File: src/rtl/r4_sdf_stage_ctrl_pkg.sv
// Shared types and constants for the radix-4 SDF stage controller.
// FSM encoding, default geometry and group-size helper.
package r4_sdf_stage_ctrl_pkg;

    typedef enum logic [1:0] {
        StIdle,
        StFill,
        StRun,
        StDrain
    } state_t;

    localparam int unsigned QLEN  = 64;
    localparam int unsigned FRAME = 2048 / (4 * QLEN);

    // Samples per group of four quarters.
    function automatic int unsigned group_len(input int unsigned depth);
        return 4 * depth;
    endfunction

endpackage

File: src/rtl/r4_tw_addr_gen.sv
// Twiddle ROM address for one stage output: branch * idx * stride, wrapping at 2^AW.
module r4_tw_addr_gen #(
    parameter int unsigned IW        = 6,
    parameter int unsigned AW        = 12,
    parameter int unsigned TW_STRIDE = 4
) (
    input  logic [1:0]    branch,
    input  logic [IW-1:0] idx,
    output logic [AW-1:0] tw_addr
);

    // Truncating every operand to AW bits keeps the product exact modulo 2^AW.
    assign tw_addr = AW'(branch) * AW'(idx) * AW'(TW_STRIDE);

endmodule

File: src/rtl/r4_sdf_stage_ctrl.sv
// Radix-4 single-path delay-feedback stage controller: sequences delay-line writes,
// butterfly strobes and branch outputs over IDLE/FILL/RUN/DRAIN; all outputs registered.
module r4_sdf_stage_ctrl
    import r4_sdf_stage_ctrl_pkg::*;
#(
    parameter int unsigned DEPTH     = QLEN,
    parameter int unsigned N         = 4 * QLEN * FRAME,
    parameter int unsigned TW_STRIDE = 4,
    parameter int unsigned AW        = 12
) (
    input  logic                     clk,
    input  logic                     rst,
    input  logic                     in_valid,
    input  logic                     flush,
    output logic                     in_ready,
    output logic                     wr_en,
    output logic                     bf_en,
    output logic [1:0]               phase,
    output logic [$clog2(DEPTH)-1:0] idx,
    output logic                     out_valid,
    output logic [1:0]               out_branch,
    output logic [AW-1:0]            tw_addr,
    output logic                     frame_done,
    output logic                     busy
);

    localparam int unsigned IW  = $clog2(DEPTH);
    localparam int unsigned CW  = $clog2(N);
    localparam int unsigned GRP = group_len(DEPTH);
    localparam logic [CW-1:0] FILL_LAST = CW'(3 * DEPTH - 1);
    localparam logic [CW-1:0] CNT_LAST  = CW'(N - 1);

    state_t        state_q, state_d;
    logic [CW-1:0] cnt_q, cnt_d, cnt_inc;
    logic          accept, step, first_grp;
    logic [1:0]    cur_phase, cur_branch;
    logic [IW-1:0] cur_idx;
    logic [AW-1:0] cur_tw;
    logic          wr_en_d, bf_en_d, out_valid_d, frame_done_d;

    // The sample counter's low bits are the delay-line index and the quarter.
    assign accept     = in_valid && in_ready;
    assign step       = accept || (state_q == StDrain);
    assign cnt_inc    = (cnt_q == CNT_LAST) ? '0 : cnt_q + CW'(1);
    assign cur_idx    = cnt_q[IW-1:0];
    assign cur_phase  = cnt_q[IW+1:IW];
    assign cur_branch = (cur_phase == 2'd3) ? 2'd0 : cur_phase + 2'd1;
    assign first_grp  = 32'(cnt_q) < GRP;

    r4_tw_addr_gen #(
        .IW        (IW),
        .AW        (AW),
        .TW_STRIDE (TW_STRIDE)
    ) u_tw_addr_gen (
        .branch  (cur_branch),
        .idx     (cur_idx),
        .tw_addr (cur_tw)
    );

    always_comb begin
        state_d = state_q;
        cnt_d   = step ? cnt_inc : cnt_q;
        case (state_q)
            StIdle:  if (accept) state_d = StFill;
            StFill:  if (accept && cnt_q == FILL_LAST) state_d = StRun;
            StRun:   if (cnt_q == '0 && !in_valid) state_d = StDrain;
            StDrain: if (cnt_q == FILL_LAST) state_d = StIdle;
            default: state_d = StIdle;
        endcase
        if (flush) state_d = StIdle;
        if (state_d == StIdle) cnt_d = '0;
    end

    always_comb begin
        wr_en_d      = 1'b0;
        bf_en_d      = 1'b0;
        out_valid_d  = 1'b0;
        frame_done_d = 1'b0;
        if (!flush) begin
            wr_en_d     = accept && (cur_phase != 2'd3);
            bf_en_d     = accept && (state_q == StRun) && (cur_phase == 2'd3);
            out_valid_d = (accept && state_q == StRun) || (state_q == StDrain);
            // A frame's last group emits its branch-3 outputs during the next frame's
            // first group, or during DRAIN when no frame follows.
            frame_done_d = out_valid_d && (cur_branch == 2'd3) &&
                           (cur_idx == IW'(DEPTH - 1)) &&
                           ((state_q == StDrain) || first_grp);
        end
    end

    always_ff @(posedge clk or negedge rst) begin
        if (!rst) begin
            state_q    <= StIdle;
            cnt_q      <= '0;
            in_ready   <= 1'b0;
            busy       <= 1'b0;
            wr_en      <= 1'b0;
            bf_en      <= 1'b0;
            out_valid  <= 1'b0;
            frame_done <= 1'b0;
            phase      <= '0;
            idx        <= '0;
            out_branch <= '0;
            tw_addr    <= '0;
        end else begin
            state_q    <= state_d;
            cnt_q      <= cnt_d;
            in_ready   <= (state_d != StDrain);
            busy       <= (state_d != StIdle);
            wr_en      <= wr_en_d;
            bf_en      <= bf_en_d;
            out_valid  <= out_valid_d;
            frame_done <= frame_done_d;
            if (flush) begin
                phase      <= '0;
                idx        <= '0;
                out_branch <= '0;
                tw_addr    <= '0;
            end else if (step) begin
                phase      <= cur_phase;
                idx        <= cur_idx;
                out_branch <= cur_branch;
                tw_addr    <= cur_tw;
            end
        end
    end

endmodule
File: config.mk
export PLATFORM = sky130hd
export DESIGN_NAME = r4_sdf_stage_ctrl
export DESIGN_NICKNAME = d
export VERILOG_FILES = /design/src/rtl/r4_sdf_stage_ctrl_pkg.sv /design/src/rtl/r4_tw_addr_gen.sv /design/src/rtl/r4_sdf_stage_ctrl.sv
export SDC_FILE = /design/constraint.sdc
export NUM_CORES = 1
export LEC_CHECK = 0
export BUFFER_PORTS_ARGS = -buffer_cell sky130_fd_sc_hd__buf_2
export CAP_MARGIN = 20
export CORE_ASPECT_RATIO = 2
export CORE_UTILIZATION = 57
export CTS_CLUSTER_DIAMETER = 150
export DETAILED_ROUTE_END_ITERATION = 6
export PLACE_DENSITY = 0.88
export RECOVER_POWER = 50
export SYNTH_ARGS = -nofsm -noshare
export SYNTH_HDL_FRONTEND = slang
export SYNTH_HIERARCHICAL = 1
export SYNTH_SLANG_ARGS = --single-unit
File: constraint.sdc
create_clock -name clk -period 3.05 [get_ports clk]
set_input_delay 0.305 -clock clk [delete_from_list [all_inputs] [get_ports clk]]
set_output_delay 0.305 -clock clk [all_outputs]
set_load 0.01 [all_outputs]
### Word level (Yosys, flattened, before mapping)

Cells that the tools add are included.
Widths: inputs -> output; s select.

* input bits: 4
* register bits: 41
* output and inout port bits: 28

* $lt $le $gt $ge: 1
* reductions and logical operators: 19
* multipliers: 1
* equal/unequal tests: 10
* add/sub/neg operators: 2
* mux-type cells: 22

Operators by type and width (number)
* $mux 11: 3
* $mux 12: 2
* $mux 2: 10
* $mux 6: 2
* $add 11x1->11 const B: 1
* $eq 11x11->1 const B: 1
* $eq 11x8->1 const B: 1
* $logic_not 11->1: 1
* $lt 11x9->1 const B: 1
* $logic_and 1x1->1: 9
* $eq 2x2->1 const B: 4
* $mul 2x6->8: 1
* $pmux 2 s4: 1
* $eq 6x6->1 const B: 1
* $reduce_bool 2->1: 3
* $logic_not 2->1: 2
* $mux 1: 4
* $ne 2x2->1 const B: 2
* $logic_or 1x1->1: 3
* $add 2x1->2 const B: 1
* $eq 2x1->1 const B: 1
* $logic_not 1->1: 1

### Logic depth before layout (Yosys ltp)

* word-level depth: 7
* mapped depth: 12

### Modules after synthesis

Netlist, hierarchy kept.

Modules (own cells, without submodules)
* r4_sdf_stage_ctrl: area an instance 1959.4 um2, instances 1, cells an instance 207
* r4_tw_addr_gen: area an instance 307.8 um2, instances 1, cells an instance 43

### Least setup slack after synthesis

OpenSTA, ideal clock, no wires.

* path kind: register -> register
* from: register cnt_q[6]
* to: register tw_addr[9]
* stages on the path, launching flop included: 13
* data required time: 2.972 ns
* arrival: 2.248 ns
* buffers on the path: 0
* slack: 0.724 ns
* cells stage by stage: dfrtp_1 ha_1 nor2_1 and2_1 ha_1 inv_1 fa_1 nor2b_1 o21a_1 o21ai_0 a21oi_1 nand2_1 a21oi_1

* cells in the longest elaborated chain, start to end: 5
* elaborated cells between the ends (all ways): 6

RTL lines
* start, declared: line r4_sdf_stage_ctrl.sv:34 `logic [CW-1:0] cnt_q, cnt_d, cnt_inc;`
* start signal, assigned: line r4_sdf_stage_ctrl.sv:107 `cnt_q <= cnt_d;`
* $add 2x1->2 or $eq 2x2->1 (tied branches): line r4_sdf_stage_ctrl.sv:47 `assign cur_branch = (cur_phase == 2'd3) ? 2'd0 : cur_phase + 2'd1;`
* $mux 2 *: line r4_sdf_stage_ctrl.sv:47
* net cur_branch[0]: line r4_sdf_stage_ctrl.sv:36 `logic [1:0] cur_phase, cur_branch;`
* $mul 2x6->8 *: line r4_tw_addr_gen.sv:13 `assign tw_addr = AW'(branch) * AW'(idx) * AW'(TW_STRIDE);`
* net cur_tw[9]: line r4_sdf_stage_ctrl.sv:38 `logic [AW-1:0] cur_tw;`
* $mux 12 *: line r4_sdf_stage_ctrl.sv:119 `end else if (step) begin`
* $mux 12 *: line r4_sdf_stage_ctrl.sv:114 `if (flush) begin`
* end signal, assigned: line r4_sdf_stage_ctrl.sv:123 `tw_addr <= cur_tw;`
* end, declared: line r4_sdf_stage_ctrl.sv:22 `output logic [AW-1:0] tw_addr,`

The timed path passes the listed nets; every way through them passes the cells marked *. The select of a mux whose other input is x is not followed.
A chain may end at the register's enable or synchronous reset.

### Final worst setup path

Same ends and word-level chain as after synthesis.

==> summary.md <==
| Metric | Value |
|---|---|
| Status | `finished, violations left` |
| Failing checks | `capacitance limit, slew limit` |
| Share of cells above drive strength 1 | `13.0%` |
| CORE AREA | `3840 um^2` |
| Yosys reg bits | `41` |
| Placed cell area | `2410 um^2` |
| CP Max Fanout | `8` |
| Clk slew on worst S/H paths | `0.08 ns` |
| RSZ-0062 raised after global routing | `no` |
| Mean Syn Cell Area | `9.07 um^2` |
| Highest achievable clock rate | `386 MHz` |
| Antenna Cells | `0` |
| Die ar. | `4250 um^2` |
| Crit path time final | `2.59 ns` |
| Critical path, cell by cell | `ha_1 > nor2_1 > and2_1 > ha_1 > inv_1 > fa_1 > nor2b_1 > o21a_1 > o21ai_0 > a21oi_1 > nand2_1 > a21oi_1` |
| Worst setup EP type | `register` |
| Port bufs | `31` |
| Fin Setup TNS | `0 ns` |
| Final net count | `290` |
| Relative slew slack | `-43.0%` |
| Required time of the critical path | `3.28 ns` |
| Post-synth EDFFs | `0` |
| Critical Path Max Stage Delay | `0.46 ns` |
| Setup Skew | `0.0139 ns` |
| Clk buf depth | `2` |
| Minimum hold slack | `0.373 ns` |
| Crit Path Category | `reg2reg` |
| Hold-fix buffers, CTS | `0` |
| Post-route ant nets | `0` |
| Register area share after synthesis | `45.3%` |
| Vias | `1854` |
| Largest net degree at the start of global routing | `42` |
| Starting Density | `59.0%` |
| Tcrit/Tclk final | `85.0%` |
| Least-Margin Pin Slew | `2.15 ns` |
| DRC viols | `0` |
| Hold depth | `3` |
| Clock power share | `37.4%` |
| Switch share | `24.8%` |
| Peak supply drop | `0.325 mV` |
| Initial antenna violation count | `0` |
| DR WL/cell | `14.3 um` |
| P per Cell Area | `403 nW/um^2` |
| Final hold vios | `0` |
| Final-report setup violation count | `0` |
| Mapped Area | `2270 um^2` |
| H-tree levels | `2` |
| Resized cells post-CTS | `0` |
| Placer Congestion | `0.875` |
| Clk sink count | `41` |
| Area growth syn-to-layout | `9.60%` |
| Int Power | `753 uW` |
| Sequential share of power | `56.1%` |
| Synthesized instance count | `250` |
| Hold Crit Class | `in2reg` |
| CTS Buf Count | `5` |
| TritonCTS clock tree | `yes` |
| Primary FF master, synth | `dfrtp_1` |
| Unique masters post-synth | `51` |
| DR pass1 iterations | `4` |
| Fin area | `2480 um^2` |
| Critical-path top delay cell | `dfrtp_1` |
| Worst R2R Path Depth | `12` |
| Max-Cap Viols | `1` |
| Yosys warns | `6` |
| Cell Rows | `32` |
| Vias in the first global route | `1828` |
| WL final | `4660 um` |
| Die X | `46.6 um` |
| Leakage | `1.13 nW` |
| Detailed-placement wirelength estimate | `3280 um` |
| Die height | `91.2 um` |
| Comb power frac | `6.5%` |
| First-pass GRT wire length | `7920 um` |
| Initial DRC count | `83` |
| Clock Latency Late Sink | `0.30 ns` |
| Root buffer selected by CTS | `clkbuf_8` |
| Total GRT Usage | `25.7%` |
| Asr flop ratio synth | `100%` |
| Total grt overflow | `0` |
| Worst setup SP type | `register` |
| Pwr Total | `1.00 mW` |
| Final count of pins violating max slew | `42` |
| Worst path arrival time | `2.82 ns` |
| Psw | `248 uW` |
| Top Ports | `32` |
| # Post-CTS Setup Buffers | `0` |
| DR vias/cell | `5.67` |
==> sequential cells by signal (all words and copies together) (netlist names) <==
register and cells:
tw_addr 12, cnt_q 11, idx 6, out_branch 2, phase 2, state_q 2
bf_en 1, busy 1, frame_done 1, in_ready 1, out_valid 1, wr_en 1
==> per-layer routing <==
metal	up-vias	part of all wire [%]	track usage (%)
met3	12	3.6	4.77
li1	890	-	-
met4	0	3.4	15.4
met2	62	56	43.8
met1	890	37	26.6
met5	-	0	0
==> cells in the final DEF, fill, tap and decap left out, types with 8 or more instances in the layout <==
master,Yosys,routed
inv_1,13,13
clkbuf_1,5,13
ha_1,10,10
nor2_1,11,11
nand2_1,51,51
nand3_1,8,8
and2_1,9,9
dfrtp_1,41,41
a21oi_1,34,34
buf_2,6,18
==> final timing paths <==
path,slack (ns),startpoint,to
worst max-delay path,0.46,cnt_q[6],tw_addr[9]
worst min-delay path,0.37,in_valid,bf_en
worst max register to register,0.46,cnt_q[6],tw_addr[9]
worst min register to register,0.51,tw_addr[8],tw_addr[8]
max in group asynchronous,1.19,rst,phase[1]
min in group asynchronous,0.62,rst,tw_addr[1]
==> final cells by class <==
cell class,count,area (um^2)
clock buffers,6,82.6
clock inverters,2,13.8
fillers,362,1360
inverters,13,48.8
multi-input cells,182,1100
flip-flops and latches,41,1030
well taps,51,63.8
repair buffers,32,146
==> power groups by stage <==
stage	clock network [mW]	registers, mW	logic [mW]
after floorplan	0	0.571	0.0457
after global placement	0	0.572	0.0677
after detailed placement	0	0.572	0.0685
after CTS	0.382	0.561	0.0687
after global routing	0.405	0.563	0.0748
final	0.374	0.561	0.0655
==> cells by family after synthesis <==
group           share of synthesized area [%]
compound gates                           15.8
buf+inv                                  6.35
mux                                     0.442
flops                                    45.3
xor+xnor                                 3.09
fa+ha+maj                                6.40
other cells                             0.165
simple gates                             22.5
==> cells in the mapped netlist, types with 2 or more instances <==
cell type | count | area share, %
xnor2_1 | 3 | 1.2
nand3_1 | 8 | 1.8
a21oi_1 | 34 | 7.5
o21ai_0 | 5 | 1.1
xor2_1 | 5 | 1.9
buf_2 | 6 | 1.3
and2_1 | 9 | 2.5
and3_1 | 2 | 0.55
buf_4 | 4 | 1.3
nand4_1 | 2 | 0.55
nor2_1 | 11 | 1.8
ha_1 | 10 | 5.5
clkbuf_1 | 5 | 0.83
inv_1 | 13 | 2.2
dfrtp_1 | 41 | 45
a311oi_1 | 2 | 0.77
a31oi_1 | 2 | 0.55
nand2_1 | 51 | 8.4
or3_1 | 3 | 0.83
and4_1 | 3 | 1.2
==> through the flow <==
step / setup WS [ns] / util (%) / instances
floorplan: 0.724 / - / 253
global placement: 0.588 / 62.7 / 319
detailed placement: 0.486 / 62.7 / 319
CTS: 0.455 / 65.2 / 327
global route: 0.207 / 64.6 / 327
finish: 0.458 / 64.6 / 327
==> worst max-delay path: cells and delay by family (launching register included) <==
| kind | cells | cell delay [ns] |
|---|---|---|
| buffers and inverters | 1 | 0.06 |
| and+or+nand+nor | 4 | 0.58 |
| DFF | 1 | 0.46 |
| AOI/OAI and AO/OA | 4 | 0.50 |
| adders and majority gates | 3 | 0.89 |
No activity file was read; power rests on OpenSTA's default activity.
